## src/rtl/segment_display_pkg.sv

```systemverilog
// segment_display_pkg: shared digit patterns, FSM state and BCD types for the segment display decoder
//   SEG_0..SEG_9 : active-high {G,F,E,D,C,B,A} patterns of the legal digits
//   SEG_TABLE    : the same patterns indexed by digit value
//   state_t      : filter FSM state (ST_SETTLE, ST_HOLD)
//   bcd_t        : one BCD digit
//   bcd_inc      : two-digit BCD increment, wrapping 99 -> 00
package segment_display_pkg;

    localparam logic [6:0] SEG_0 = 7'h3F;
    localparam logic [6:0] SEG_1 = 7'h06;
    localparam logic [6:0] SEG_2 = 7'h5B;
    localparam logic [6:0] SEG_3 = 7'h4F;
    localparam logic [6:0] SEG_4 = 7'h66;
    localparam logic [6:0] SEG_5 = 7'h6D;
    localparam logic [6:0] SEG_6 = 7'h7D;
    localparam logic [6:0] SEG_7 = 7'h07;
    localparam logic [6:0] SEG_8 = 7'h7F;
    localparam logic [6:0] SEG_9 = 7'h6F;

    localparam logic [6:0] SEG_TABLE [10] = '{
        SEG_0, SEG_1, SEG_2, SEG_3, SEG_4, SEG_5, SEG_6, SEG_7, SEG_8, SEG_9
    };

    typedef logic [0:0] state_t;
    localparam state_t ST_SETTLE = 1'b0;
    localparam state_t ST_HOLD   = 1'b1;

    typedef logic [3:0] bcd_t;

    // Returns {tens, ones} of (tens*10 + ones + 1) mod 100.
    function automatic logic [7:0] bcd_inc(input bcd_t tens, input bcd_t ones);
        bcd_t next_tens;
        next_tens = (tens == 4'd9) ? 4'd0 : tens + 4'd1;
        return (ones == 4'd9) ? {next_tens, 4'd0} : {tens, ones + 4'd1};
    endfunction

endpackage

```

## src/rtl/seven_segment_to_bcd.sv

```systemverilog
// seven_segment_to_bcd: combinational decode of one active-high 7-segment pattern to a BCD digit
//   i_Pattern : active-high segments {G,F,E,D,C,B,A}
//   o_Digit   : decoded digit 0-9 (0 when the pattern is not a digit)
//   o_Legal   : pattern is exactly one of the ten digit shapes
module seven_segment_to_bcd
    import segment_display_pkg::*;
(
    input  logic [6:0] i_Pattern,
    output bcd_t       o_Digit,
    output logic       o_Legal
);

    always_comb begin
        o_Digit = '0;
        o_Legal = 1'b0;
        for (int i = 0; i < 10; i++) begin
            if (i_Pattern == SEG_TABLE[i]) begin
                o_Digit = 4'(i);
                o_Legal = 1'b1;
            end
        end
    end

endmodule

```

## src/rtl/segment_display_decoder.sv

```systemverilog
// segment_display_decoder: filters two active-low 7-segment digits, decodes them and checks they count up by one
//   i_Clk, i_Rst_n          : clock, asynchronous active-low reset
//   i_Segment1, i_Segment2  : tens / ones segments {G,F,E,D,C,B,A}, active-low
//   o_Tens, o_Ones          : last accepted legal value
//   o_Valid                 : o_Tens/o_Ones hold a legal value
//   o_Update                : pulse, new legal value accepted
//   o_Seq_Error             : pulse, accepted value is not previous+1 mod 100
//   o_Illegal               : pulse, accepted pattern is not a digit
//   o_Error_Count           : saturating count of sequence and illegal events
module segment_display_decoder
    import segment_display_pkg::*;
#(
    parameter int unsigned c_STABLE_CYCLES = 16,
    parameter int unsigned c_ERR_WIDTH     = 8
) (
    input  logic                   i_Clk,
    input  logic                   i_Rst_n,
    input  logic [6:0]             i_Segment1,
    input  logic [6:0]             i_Segment2,
    output bcd_t                   o_Tens,
    output bcd_t                   o_Ones,
    output logic                   o_Valid,
    output logic                   o_Update,
    output logic                   o_Seq_Error,
    output logic                   o_Illegal,
    output logic [c_ERR_WIDTH-1:0] o_Error_Count
);

    localparam int unsigned CW = $clog2(c_STABLE_CYCLES + 1);
    localparam logic [CW-1:0] CNT_MAX = CW'(c_STABLE_CYCLES);

    logic [13:0]            sync1_q, sync1_d, sync2_q, sync2_d, prev_q, prev_d;
    logic [13:0]            last_pat_q, last_pat_d;
    logic                   last_vld_q, last_vld_d;
    logic [CW-1:0]          cnt_q, cnt_d;
    state_t                 state_q, state_d;
    bcd_t                   tens_q, tens_d, ones_q, ones_d;
    logic                   valid_q, valid_d, update_q, update_d;
    logic                   seq_err_q, seq_err_d, illegal_q, illegal_d;
    logic [c_ERR_WIDTH-1:0] err_cnt_q, err_cnt_d;

    logic                   diff, eval, fresh, legal;
    logic                   tens_legal, ones_legal;
    bcd_t                   tens_dec, ones_dec, exp_tens, exp_ones;

    // prev_q is the stable candidate pattern once the filter count saturates
    seven_segment_to_bcd u_tens (.i_Pattern(prev_q[13:7]), .o_Digit(tens_dec), .o_Legal(tens_legal));
    seven_segment_to_bcd u_ones (.i_Pattern(prev_q[6:0]),  .o_Digit(ones_dec), .o_Legal(ones_legal));

    always_comb begin
        sync1_d = ~{i_Segment1, i_Segment2};
        sync2_d = sync1_q;
        prev_d  = sync2_q;
        diff    = sync2_q != prev_q;
        cnt_d   = diff ? '0 : (cnt_q == CNT_MAX ? cnt_q : cnt_q + 1'b1);
        // Evaluate once per settled pattern, and only if it is still stable this cycle
        eval    = (state_q == ST_SETTLE) && (cnt_q == CNT_MAX) && !diff;
        state_d = eval ? ST_HOLD : ((state_q == ST_HOLD && diff) ? ST_SETTLE : state_q);
        // A glitch that settles back to the last accepted pattern raises nothing
        fresh   = eval && !(last_vld_q && last_pat_q == prev_q);
        legal   = tens_legal && ones_legal;
        {exp_tens, exp_ones} = bcd_inc(tens_q, ones_q);
        update_d   = fresh && legal;
        illegal_d  = fresh && !legal;
        seq_err_d  = update_d && valid_q && (tens_dec != exp_tens || ones_dec != exp_ones);
        tens_d     = update_d ? tens_dec : tens_q;
        ones_d     = update_d ? ones_dec : ones_q;
        valid_d    = update_d ? 1'b1 : (illegal_d ? 1'b0 : valid_q);
        last_pat_d = fresh ? prev_q : last_pat_q;
        last_vld_d = last_vld_q | fresh;
        err_cnt_d  = ((seq_err_d || illegal_d) && err_cnt_q != '1) ? err_cnt_q + 1'b1 : err_cnt_q;
    end

    always_ff @(posedge i_Clk or negedge i_Rst_n) begin
        if (!i_Rst_n) begin
            sync1_q    <= '0;
            sync2_q    <= '0;
            prev_q     <= '0;
            last_pat_q <= '0;
            last_vld_q <= 1'b0;
            cnt_q      <= '0;
            state_q    <= ST_SETTLE;
            tens_q     <= '0;
            ones_q     <= '0;
            valid_q    <= 1'b0;
            update_q   <= 1'b0;
            seq_err_q  <= 1'b0;
            illegal_q  <= 1'b0;
            err_cnt_q  <= '0;
        end else begin
            sync1_q    <= sync1_d;
            sync2_q    <= sync2_d;
            prev_q     <= prev_d;
            last_pat_q <= last_pat_d;
            last_vld_q <= last_vld_d;
            cnt_q      <= cnt_d;
            state_q    <= state_d;
            tens_q     <= tens_d;
            ones_q     <= ones_d;
            valid_q    <= valid_d;
            update_q   <= update_d;
            seq_err_q  <= seq_err_d;
            illegal_q  <= illegal_d;
            err_cnt_q  <= err_cnt_d;
        end
    end

    assign o_Tens        = tens_q;
    assign o_Ones        = ones_q;
    assign o_Valid       = valid_q;
    assign o_Update      = update_q;
    assign o_Seq_Error   = seq_err_q;
    assign o_Illegal     = illegal_q;
    assign o_Error_Count = err_cnt_q;

endmodule
```

## config.mk

```make
export PLATFORM = sky130hd
export DESIGN_NAME = segment_display_decoder
export DESIGN_NICKNAME = d
export VERILOG_FILES = /design/src/rtl/segment_display_pkg.sv /design/src/rtl/seven_segment_to_bcd.sv /design/src/rtl/segment_display_decoder.sv
export SDC_FILE = /design/constraint.sdc
export NUM_CORES = 1
export LEC_CHECK = 0
export CAP_MARGIN = 10
export CORE_MARGIN = 2
export CORE_UTILIZATION = 40
export DETAILED_ROUTE_END_ITERATION = 16
export SYNTH_ARGS = -nofsm -noshare
export SYNTH_HDL_FRONTEND = slang
export SYNTH_SLANG_ARGS = --single-unit
```

## constraint.sdc

```tcl
create_clock -name i_Clk -period 6.3 [get_ports i_Clk]
set_input_delay 1.89 -clock i_Clk [delete_from_list [all_inputs] [get_ports i_Clk]]
set_output_delay 1.89 -clock i_Clk [all_outputs]
set_load 0.02 [all_outputs]
```

# --- Word-level counts from Yosys, hierarchy flattened ---
# Cells that the tools add are included.
totals:
  out_inout_bits: 20
  mem_bits_rw: 0
  romBits: 0
  ff_bits: 83
  mem_count: 0
  word_cells: 114
  latch_bits: 0
classes:
  shifts: 0
  mux: 46
  n_eq_ne: 29
  addsub: 4
  n_reduce_logical: 18
  div: 0
  n_mul: 0
  n_bitwise: 3
  order_cmp: 0
op_table:
  columns: ["operator", "count"]
  rows:
  - ["== test 7 bit (second input constant)", 14]
  - ["== test 7 x 3 -> 1 bit (second input constant)", 4]
  - ["two-way mux 1 bit", 26]
  - ["two-way mux 3 bit", 8]
  - ["two-way mux 4 bit", 5]
  - ["== test 14 bit", 1]
  - ["== test 7 x 6 -> 1 bit (second input constant)", 2]
  - ["!= test 14 bit", 1]
  - ["inverter 14 bit", 1]
  - ["logical AND 1 bit", 11]
  - ["two-way mux 5 bit", 2]
  - ["adder 4 x 1 -> 4 bit (second input constant)", 2]
  - ["adder 8 x 1 -> 8 bit (second input constant)", 1]
  - ["== test 4 bit (second input constant)", 2]
  - ["two-way mux 2 bit", 4]
  - ["two-way mux 8 bit", 1]
  - ["!= test 4 bit", 2]
  - ["!= test 8 bit (second input constant)", 1]
  - ["adder 5 x 1 -> 5 bit (second input constant)", 1]
  - ["== test 5 bit (second input constant)", 1]
  - ["nonzero test 2 bit", 2]
  - ["zero test 1 bit", 3]
  - ["logical OR 1 bit", 2]
  - ["!= test 2 bit (second input constant)", 1]
  - ["other kinds (2)", 2]

# --- Depth between registers and ports, before layout ---
# Gate-level depths: netlist (run 1).
depth:
  depth_word: 17
  depth_mapped: 10

# --- Hierarchy ---
# From an unflattened synthesis (run 1), not the netlist that was laid out.
unflattened:
  cells_unflattened: 319
  hier_area_um2: 3846.2
by_module_without_submodules:
  columns: ["module", "area_per_inst_um2", "n_inst", "cells_each"]
  rows:
  - ["segment_display_decoder", 3470.8, 1, 263]
  - ["seven_segment_to_bcd", 187.7, 2, 28]

# --- Worst setup path after synthesis (run 1) ---
# Ideal clock, no wire load.
synth_path:
  path_type: "register to register"
  start: "reg ones_q[1], in the netlist o_Ones[1]"
  end: "reg err_cnt_q[6], in the netlist o_Error_Count[6]"
  setup_time_ns: 0.128
  period_less_slack_ns: 2.697
  t_arrival_ns: 2.570
  path_stages_with_launch: 10
  path_buffers: 1
  path_slack_ns: 3.603
  cell_sequence: "dfrtp_1 clkbuf_1 nor4bb_1 nand2_1 mux2i_1 xnor2_1 o311ai_1 o41ai_4 a21oi_1 mux2_1"
synth_via:
  elab_chain_cells: 7
  elab_cells_between_ends: 9
synth_lines:
  columns: ["element", "line", "source"]
  rows:
  - ["start: declaration", "segment_display_decoder.sv:37", "bcd_t tens_q, tens_d, ones_q, ones_d;"]
  - ["start signal: assignment", "segment_display_decoder.sv:99", "ones_q <= ones_d;"]
  - ["adder 4 x 1 -> 4 bit / == test 4 bit (equally long branches)", "segment_display_pkg.sv:34", "return (ones == 4'd9) ? {next_tens, 4'd0} : {tens, ones + 4'd1};"]
  - ["two-way mux 8 bit (*)", "segment_display_pkg.sv:34", null]
  - ["!= test 4 bit", "segment_display_decoder.sv:65", "seq_err_d = update_d && valid_q && (tens_dec != exp_tens || ones_dec != exp_ones);"]
  - ["logical OR 1 bit (*)", "segment_display_decoder.sv:65", null]
  - ["logical AND 1 bit (*)", "segment_display_decoder.sv:65", null]
  - ["logical OR 1 bit (*)", "segment_display_decoder.sv:71", "err_cnt_d = ((seq_err_d || illegal_d) && err_cnt_q != '1) ? err_cnt_q + 1'b1 : err_cnt_q;"]
  - ["logical AND 1 bit (*)", "segment_display_decoder.sv:71", null]
  - ["end signal: assignment", "segment_display_decoder.sv:104", "err_cnt_q <= err_cnt_d;"]
  - ["end: declaration", "segment_display_decoder.sv:40", "logic [c_ERR_WIDTH-1:0] err_cnt_q, err_cnt_d;"]
# Every way passes the cells marked *; elsewhere a longest branch is shown, timed or not.
# A chain may end at the register's enable or synchronous reset.

# --- Worst setup path after layout (run 1) ---
layout_path:
  start: "reg ones_q[0], in the netlist o_Ones[0]"
  end: "out o_Ones[0]"
layout_rtl:
  columns: ["element", "line", "source"]
  rows:
  - ["end: declaration", "segment_display_decoder.sv:21", "output bcd_t o_Ones,"]
# No word-level cell between the ends.

==> out/qor.csv, run 1 <==
metric;value;unit
post-route ant nets;0;
synthesized area;4040;um2
Netlist cell types;63;
register area share after synthesis;0.514;
DRT Pass-1 Iters;6;
PwrDens;218;nW/um2
initial antenna violation count;0;
share of the core filled with cells;0.477;
worst min path class;reg -> reg;
clock skew;0.00967;ns
share of power burned in registers;0.558;
peak supply drop;121;uV
# rows;36;
R2R depth;8;
Synth top cells by count;83 x dfrtp_1, 28 x nand2_1, 25 x inv_1, 25 x xnor2_1, 20 x nor2_1;
Clk pwr share;0.393;
arrival time at the worst endpoint;1.58;ns
asr flop ratio synth;1.00;
number of global-route vias before repair;2586;
first-pass GRT wire length;13000;um
P_int;768;uW
Leak;1.94;nW
switching pwr;248;uW
Area growth syn-to-layout;15.5;%
cells along the critical path;clkdlybuf4s50_1;
delay-heaviest family, CP;buffers and inverters;
Buf+Inv Stages, Crit Path;1;
slew at the pin closest to its max-slew limit;1.02;ns
#FFs+latches synth;83;
DR vias/cell;5.05;
Final Critical Period;3.47;ns
HPWL Detailed;5320;um
Gate Count Post-Synth;374;
GPL Wtd Cong;0.827;
postcts setup bufs;0;
EDFF count, synth;0;
Die H;105;um
via count;2716;
initial DRC count;140;
Core ar.;9770;um2
Die Area;10900;um2
Routed WL per cell;14.1;um
post-CTS sizing;0;
critical path depth in cells;1;
period utilization;0.551;
Clock Sinks;83;
fmax;0.288;GHz
syn avg cell area;10.8;um2
clk buf depth;2;
largest net degree at the start of global routing;84;
TritonCTS Buffers;9;
fillers;915;
leading area contributor after synthesis;dfrtp_1;
Net Sw Frac;0.244;
layout cells sized above 1;0.128;
most frequent cell after synthesis;dfrtp_1;
outcome;completed;
Setup TNS Final;0;ns
Slew HR;0.323;
top post-synthesis cells by area;dfrtp_1 51%, xnor2_1 5.4%, mux2_2 4.5%;
total wire length;7610;um
Final Hold Fails;0;
grt ovf;0;
CP endpoint kind;output port;
Worst EP required;4.41;ns
htree depth;3;
CP peak stage delay;0.68;ns
Slowest-stage cell, CP;clkdlybuf4s50_1;
antenna fix cells;0;
dominant synthesized flop cell;dfrtp_1;
root buffer cell;clkbuf_8;
# hold bufs at CTS;0;
post-synth top area share;0.514;
GRT Total Usage;0.148;
max_cap viols;0;
CP Max Fanout;12;
CTS tree;done;
Port Buf Inserts;35;
Worst-Skew Late Latency;0.35;ns
CP Launch Type;flop;
Final setup violation count;0;
WHS Path Cells;0;
worst setup path class;reg -> out;
RSZ-0062 raised after global routing;no;
die width;105;um
Syn Nets;393;
combinational power share;0.049;
initial core utilization;0.413;
Final Slew Violations;0;
Synth Warn #;0;
# DRC;0;
Final nets;419;
Boundary Pins;36;
Reg clk slew, reported paths;0.08;ns
-- through the flow --
stage | hold WS (ns) | total power [mW] | instances | instance area [um2] | setup slack [ns]
CTS | 0.355 | 1.03 | 538 | 4670 | 2.82
detailed placement | 0.335 | 0.628 | 522 | 4460 | 3.21
finish | 0.352 | 1.02 | 538 | 4670 | 2.83
global placement | 0.331 | 0.628 | 522 | 4460 | 3.25
floorplan | 0.331 | 0.602 | 374 | 4040 | 3.60
global route | 0.358 | 1.06 | 538 | 4670 | 2.76
-- layout make-up --
| cell class | count | area (um2) | area share |
|---|---|---|---|
| inverter | 25 | 93.8 | 0.0201 |
| timing repair buffer | 36 | 355 | 0.0761 |
| clock buffer | 10 | 138 | 0.0295 |
| multi-input combinational | 245 | 1770 | 0.378 |
| clock inverter | 6 | 71.3 | 0.0153 |
| tap | 133 | 166 | 0.0357 |
| sequential | 83 | 2080 | 0.445 |
-- flip-flops by register name, indices dropped and copies added, names as in the netlist, 4 cells and up --
name,count
o_Tens,4
o_Ones,4
cnt_q,5
sync1_q,14
o_Error_Count,8
prev_d,14
prev_q,14
last_pat_q,14
-- placed cells by master (no fill, tap or decap), types with 4 or more instances in the layout --
cell type / instances
nand2b_1: 6
nand3b_1: 4
clkbuf_8: 10
nor4_1: 6
clkdlybuf4s50_1: 34
o21ai_0: 11
nor2_1: 20
dfrtp_1: 83
mux2_2: 16
a211oi_1: 6
xor2_1: 18
nor3_1: 9
nand4_1: 5
a21oi_1: 17
nand3_1: 14
inv_1: 25
xnor2_1: 25
nand2_1: 28
-- path summary, 6_finish.rpt --
path	from	to	slack, ns
worst max-delay path	o_Ones[0]	o_Ones[0]	2.83
worst min-delay path	sync1_q[11]	prev_d[11]	0.35
worst max register to register	prev_q[0]	o_Error_Count[6]	3.32
worst min register to register	sync1_q[11]	prev_d[11]	0.35
max in group asynchronous	i_Rst_n	last_pat_q[3]	3.94
min in group asynchronous	i_Rst_n	sync1_q[6]	1.71
-- power groups by stage --
stage          sequential, mW  combinational [mW]  clock (mW)
2_1_floorplan           0.562              0.0402           0
3_3_place_gp            0.576              0.0514           0
3_5_place_dp            0.577              0.0515           0
4_1_cts                 0.566              0.0517       0.414
5_1_grt                 0.569              0.0569       0.435
6_report                0.566              0.0502       0.399
-- layer usage --
metal  part of all wire  track usage  wire, um  vias to the layer above
met3              0.041       0.0338       309                        9
met2               0.46        0.232      3530                       62
li1                   -            -         -                     1355
met1               0.48        0.205      3680                     1290
met5                  0            0         0                        -
met4              0.012       0.0444        91                        0
-- cells by family after synthesis --
| family | share of synthesized area |
|---|---|
| AOI/OAI and AO/OA | 0.102 |
| xor gates and xnor gates | 0.0932 |
| adders and majority gates | 0.00929 |
| buffers and inverters | 0.0489 |
| DFF | 0.514 |
| muxes | 0.0551 |
| and+or+nand+nor | 0.177 |
(Power assumes the default switching activity.)
==> inputs of run 2 (changes only) <==
==> constraint.sdc (replaced) <==
create_clock -name i_Clk -period 3.3 [get_ports i_Clk]
set_input_delay 0.99 -clock i_Clk [delete_from_list [all_inputs] [get_ports i_Clk]]
set_output_delay 0.99 -clock i_Clk [all_outputs]
set_load 0.02 [all_outputs]
==> run 2 against run 1 <==
  * Via count is 3.2% higher
  * Sequential cell count unchanged
  * Die area unchanged
  * Sequential share of layout area is 0.77 points lower
  * Total power is 98% higher
  * First-iteration DRC count up 21%
==> out/qor.csv, run 2 (synthesized netlist as in run 1, its figures left out) <==
metric;value;unit
initial core utilization;0.413;
max_cap viols;0;
via count;2802;
die width;105;um
htree depth;3;
DRT Pass-1 Iters;4;
Final setup violation count;0;
Slowest-stage cell, CP;dfrtp_1;
first-pass GRT wire length;13500;um
root buffer cell;clkbuf_8;
TritonCTS Buffers;9;
arrival time at the worst endpoint;3.14;ns
Area growth syn-to-layout;17.6;%
CP Max Fanout;15;
Final Critical Period;2.90;ns
fmax;0.345;GHz
DP Worst Slack;0.410;ns
most frequent cells in the layout;83 x dfrtp_1, 34 x clkdlybuf4s50_1, 28 x nand2_1;
CP peak stage delay;0.58;ns
antenna fix cells;0;
GRT Total Usage;0.155;
peak supply drop;249;uV
layout cells sized above 1;0.141;
initial DRC count;169;
most common cell after layout, fill and taps aside;dfrtp_1;
postcts setup bufs;0;
routed wl met3;287;um
Die H;105;um
WL met1;3750;um
total wire length;7880;um
worst setup path class;reg -> reg;
Routed WL per cell;14.5;um
# DRC;0;
Worst-Skew Late Latency;0.36;ns
cells along the critical path;or4b_1 > a21oi_2 > nor2_2 > o2111a_1 > o41ai_2 > o41ai_4 > a21oi_2 > mux2_1;
Port Buf Inserts;35;
GPL Wtd Cong;0.829;
post-CTS sizing;0;
outcome;completed;
CTS tree;done;
clk buf depth;2;
clock skew;0.0156;ns
HPWL Detailed;5520;um
Boundary Pins;36;
# rows;36;
Final Slew Violations;0;
largest net degree at the start of global routing;47;
CP endpoint kind;flop;
grt ovf;0;
PwrDens;424;nW/um2
# hold bufs at CTS;0;
period utilization;0.880;
DR WL met2;3740;um
RSZ-0062 raised after global routing;no;
CP Launch Type;flop;
Reg clk slew, reported paths;0.09;ns
Final nets;426;
number of global-route vias before repair;2681;
Die Area;10900;um2
Final WS setup;0.397;ns
Slew HR;0.560;
post-route ant nets;0;
Core ar.;9770;um2
Top Metal Used;met4;
worst min path class;reg -> reg;
Leak;2.00;nW
slew at the pin closest to its max-slew limit;0.651;ns
initial antenna violation count;0;
Worst EP required;3.54;ns
Final Hold Fails;0;
CP most frequent cell;a21oi_2;
Clock Sinks;83;
DR vias/cell;5.14;
Setup TNS Final;0;ns
run 2: worst max-delay path: cells and delay by family, from the launching register on:
family | cells | cell delay, ns
AOI/OAI and AO/OA | 5 | 1.21
DFF | 1 | 0.58
muxes | 1 | 0.33
and+or+nand+nor | 2 | 0.66
run 2: layout make-up:
cell class              count  area (um2)
repair buffers             43         420
well taps                 133         166
inverters                  25        93.8
multi-input cells         245        1770
clock inverters             5        85.1
flip-flops and latches     83        2080
fillers                   919        5020
clock buffers              11         141
run 2: worst paths after layout:
path	start	to	slack [ns]	cells past startpoint
min in group asynchronous	i_Rst_n	prev_d[5]	0.59	1
min reg2reg	sync1_q[1]	prev_d[1]	0.35	0
min	sync1_q[1]	prev_d[1]	0.35	0
max	prev_q[4]	o_Error_Count[1]	0.40	8
max reg2reg	prev_q[4]	o_Error_Count[1]	0.40	8
max in group asynchronous	i_Rst_n	o_Tens[2]	2.09	2
run 2: stage by stage:
stage | power (mW) | hold slack (ns) | cells | cell area, um2 | utilization
after floorplan | 1.15 | 0.331 | 374 | 4040 | -
after global placement | 1.20 | 0.332 | 529 | 4520 | 0.463
after detailed placement | 1.20 | 0.335 | 529 | 4520 | 0.463
after CTS | 2.05 | 0.355 | 545 | 4750 | 0.486
after global routing | 2.10 | 0.363 | 545 | 4750 | 0.486
final | 2.01 | 0.352 | 545 | 4750 | 0.486
run 2: metal layers:
layer	vias to the layer above	GRT usage
met5	-	0
li1	1367	-
met3	8	0.0301
met2	53	0.237
met4	0	0.0734
met1	1374	0.213
run 2: power by group:
group / total (mW) / leakage, nW / internal (mW) / switching, mW
registers: 1.08 / 1.06 / 1.04 / 0.0375
logic: 0.102 / 0.822 / 0.0499 / 0.0523
clock network: 0.831 / 0.115 / 0.453 / 0.379
total: 2.01 / 2.00 / 1.54 / 0.468
==> inputs of run 3 (changes only) <==
--- a/config.mk
+++ b/config.mk
@@ -7,7 +7,7 @@
 export LEC_CHECK = 0
 export CAP_MARGIN = 10
 export CORE_MARGIN = 2
-export CORE_UTILIZATION = 40
+export CORE_UTILIZATION = 24
 export DETAILED_ROUTE_END_ITERATION = 16
 export SYNTH_ARGS = -nofsm -noshare
 export SYNTH_HDL_FRONTEND = slang
==> constraint.sdc (replaced) <==
create_clock -name i_Clk -period 3.55 [get_ports i_Clk]
set_input_delay 1.065 -clock i_Clk [delete_from_list [all_inputs] [get_ports i_Clk]]
set_output_delay 1.065 -clock i_Clk [all_outputs]
set_load 0.02 [all_outputs]
==> run 3 against run 2 <==
  * Register-to-register slack better by 0.14 ns
  * Setup slack improved by 0.14 ns
  * Critical path depth did not move
  * Hold slack got worse by 0.0059 ns
  * Critical path type unchanged
==> out/qor.csv, run 3 (synthesized netlist as in run 1, its figures left out) <==
metric;value;unit
post-CTS sizing;0;
# hold bufs at CTS;0;
slew at the pin closest to its max-slew limit;1.01;ns
CP peak stage delay;0.57;ns
fmax;0.332;GHz
CP Max Fanout;15;
initial antenna violation count;0;
CTS tree;done;
final cell count without fillers;626;
Core ar.;16500;um2
cells along the critical path;or4b_1 > a21oi_2 > nor2_2 > o2111a_1 > o41ai_2 > o41ai_4 > a21oi_2 > mux2_1;
root buffer cell;clkbuf_16;
layout cells sized above 1;0.128;
via count;2761;
period utilization;0.849;
die width;134;um
met3 usage;0.0282;
Worst-Skew Late Latency;0.34;ns
Die Area;17900;um2
multi-input gate area in the final layout;1770;um2
PwrDens;416;nW/um2
clk buf depth;2;
Setup TNS Final;0;ns
largest net degree at the start of global routing;84;
worst min path class;reg -> reg;
CP most frequent cell;a21oi_2;
GPL Wtd Cong;0.843;
grt ovf;0;
Final Critical Period;3.02;ns
share of power burned in registers;0.496;
Net Sw Frac;0.222;
postcts setup bufs;0;
GR Layer Usage met1;0.132;
Slowest-stage cell, CP;dfrtp_1;
number of global-route vias before repair;2805;
HPWL Detailed;5910;um
most frequent cells in the layout;83 x dfrtp_1, 34 x clkdlybuf4s50_1, 28 x nand2_1;
Boundary Pins;36;
first-pass GRT wire length;14100;um
DRT Pass-1 Iters;5;
DP Worst Slack;0.520;ns
CP Launch Type;flop;
fillers;1688;
Worst Hold Slack;0.346;ns
combinational power share;0.044;
CP endpoint kind;flop;
antenna fix cells;0;
htree depth;3;
delay-heaviest family, CP;compound AO/OA/AOI/OAI gates;
Leak;1.99;nW
GRT Total Usage;0.0993;
Final WS setup;0.534;ns
clock skew;0.00821;ns
switching pwr;451;uW
Die H;134;um
total wire length;8270;um
initial DRC count;218;
Final Slew Violations;0;
Clk pwr share;0.460;
arrival time at the worst endpoint;3.24;ns
Slew HR;0.326;
worst setup path class;reg -> reg;
Buf+Inv Stages, Crit Path;0;
Reg clk slew, reported paths;0.06;ns
Area growth syn-to-layout;20.8;%
Register Area;2080;um2
Port Buf Inserts;35;
Final Hold Fails;0;
most common cell after layout, fill and taps aside;dfrtp_1;
P_int;1.58;mW
Final nets;420;
Final setup violation count;0;
Routed WL per cell;13.2;um
# DRC;0;
DR vias/cell;4.41;
initial core utilization;0.244;
Worst EP required;3.77;ns
GR peak layer;met2;
Clock Sinks;83;
TritonCTS Buffers;9;
GR Layer Usage met2;0.151;
# rows;47;
placed instance count;610;
outcome;completed;
RSZ-0062 raised after global routing;no;
post-route ant nets;0;
peak supply drop;238;uV
max_cap viols;0;
## run 3: path summary, 6_finish.rpt
path / start / end / slack (ns) / cells after the start
max: prev_q[4] / o_Error_Count[1] / 0.53 / 8
min: sync1_q[13] / prev_d[13] / 0.35 / 0
max reg2reg: prev_q[4] / o_Error_Count[1] / 0.53 / 8
min reg2reg: sync1_q[13] / prev_d[13] / 0.35 / 0
max in group asynchronous: i_Rst_n / o_Tens[2] / 2.01 / 1
min in group asynchronous: i_Rst_n / sync1_q[7] / 0.91 / 1
## run 3: metal layers
layer / part of all wire / routed length (um) / vias to the layer above
li1: - / - / 1354
met1: 0.46 / 3840 / 1337
met2: 0.47 / 3870 / 59
met3: 0.048 / 399 / 11
met4: 0.019 / 154 / 0
met5: 0 / 0 / -
## run 3: power by group through the flow
stage | sequential (mW) | clock [mW] | combinational, mW
detailed placement | 1.02 | 0 | 0.0915
finish | 1.01 | 0.934 | 0.0890
global route | 1.01 | 1.00 | 0.101
CTS | 1.01 | 0.969 | 0.0919
global placement | 1.02 | 0 | 0.0912
floorplan | 0.997 | 0 | 0.0713
## run 3: worst reg2reg max path: cells and delay by family, from the launching register on
family             cells  cell delay, ns
AOI/OAI and AO/OA      5            1.32
DFF                    1            0.57
muxes                  1            0.33
and+or+nand+nor        2            0.68
## run 3: through the flow
step	area, um2	utilization	total power, mW
2_1_floorplan	4040	-	1.07
3_3_place_gp	4570	0.277	1.11
3_5_place_dp	4570	0.277	1.12
4_1_cts	4880	0.295	2.07
5_1_grt	4880	0.295	2.12
6_report	4880	0.295	2.03
## run 3: cell type report
| type | count | area share |
|---|---|---|
| inverters | 25 | 0.0192 |
| repair buffers | 37 | 0.0744 |
| clock inverters | 5 | 0.0128 |
| multi-input cells | 245 | 0.362 |
| clock buffers | 11 | 0.0497 |
| flip-flops and latches | 83 | 0.426 |
| well taps | 220 | 0.0564 |
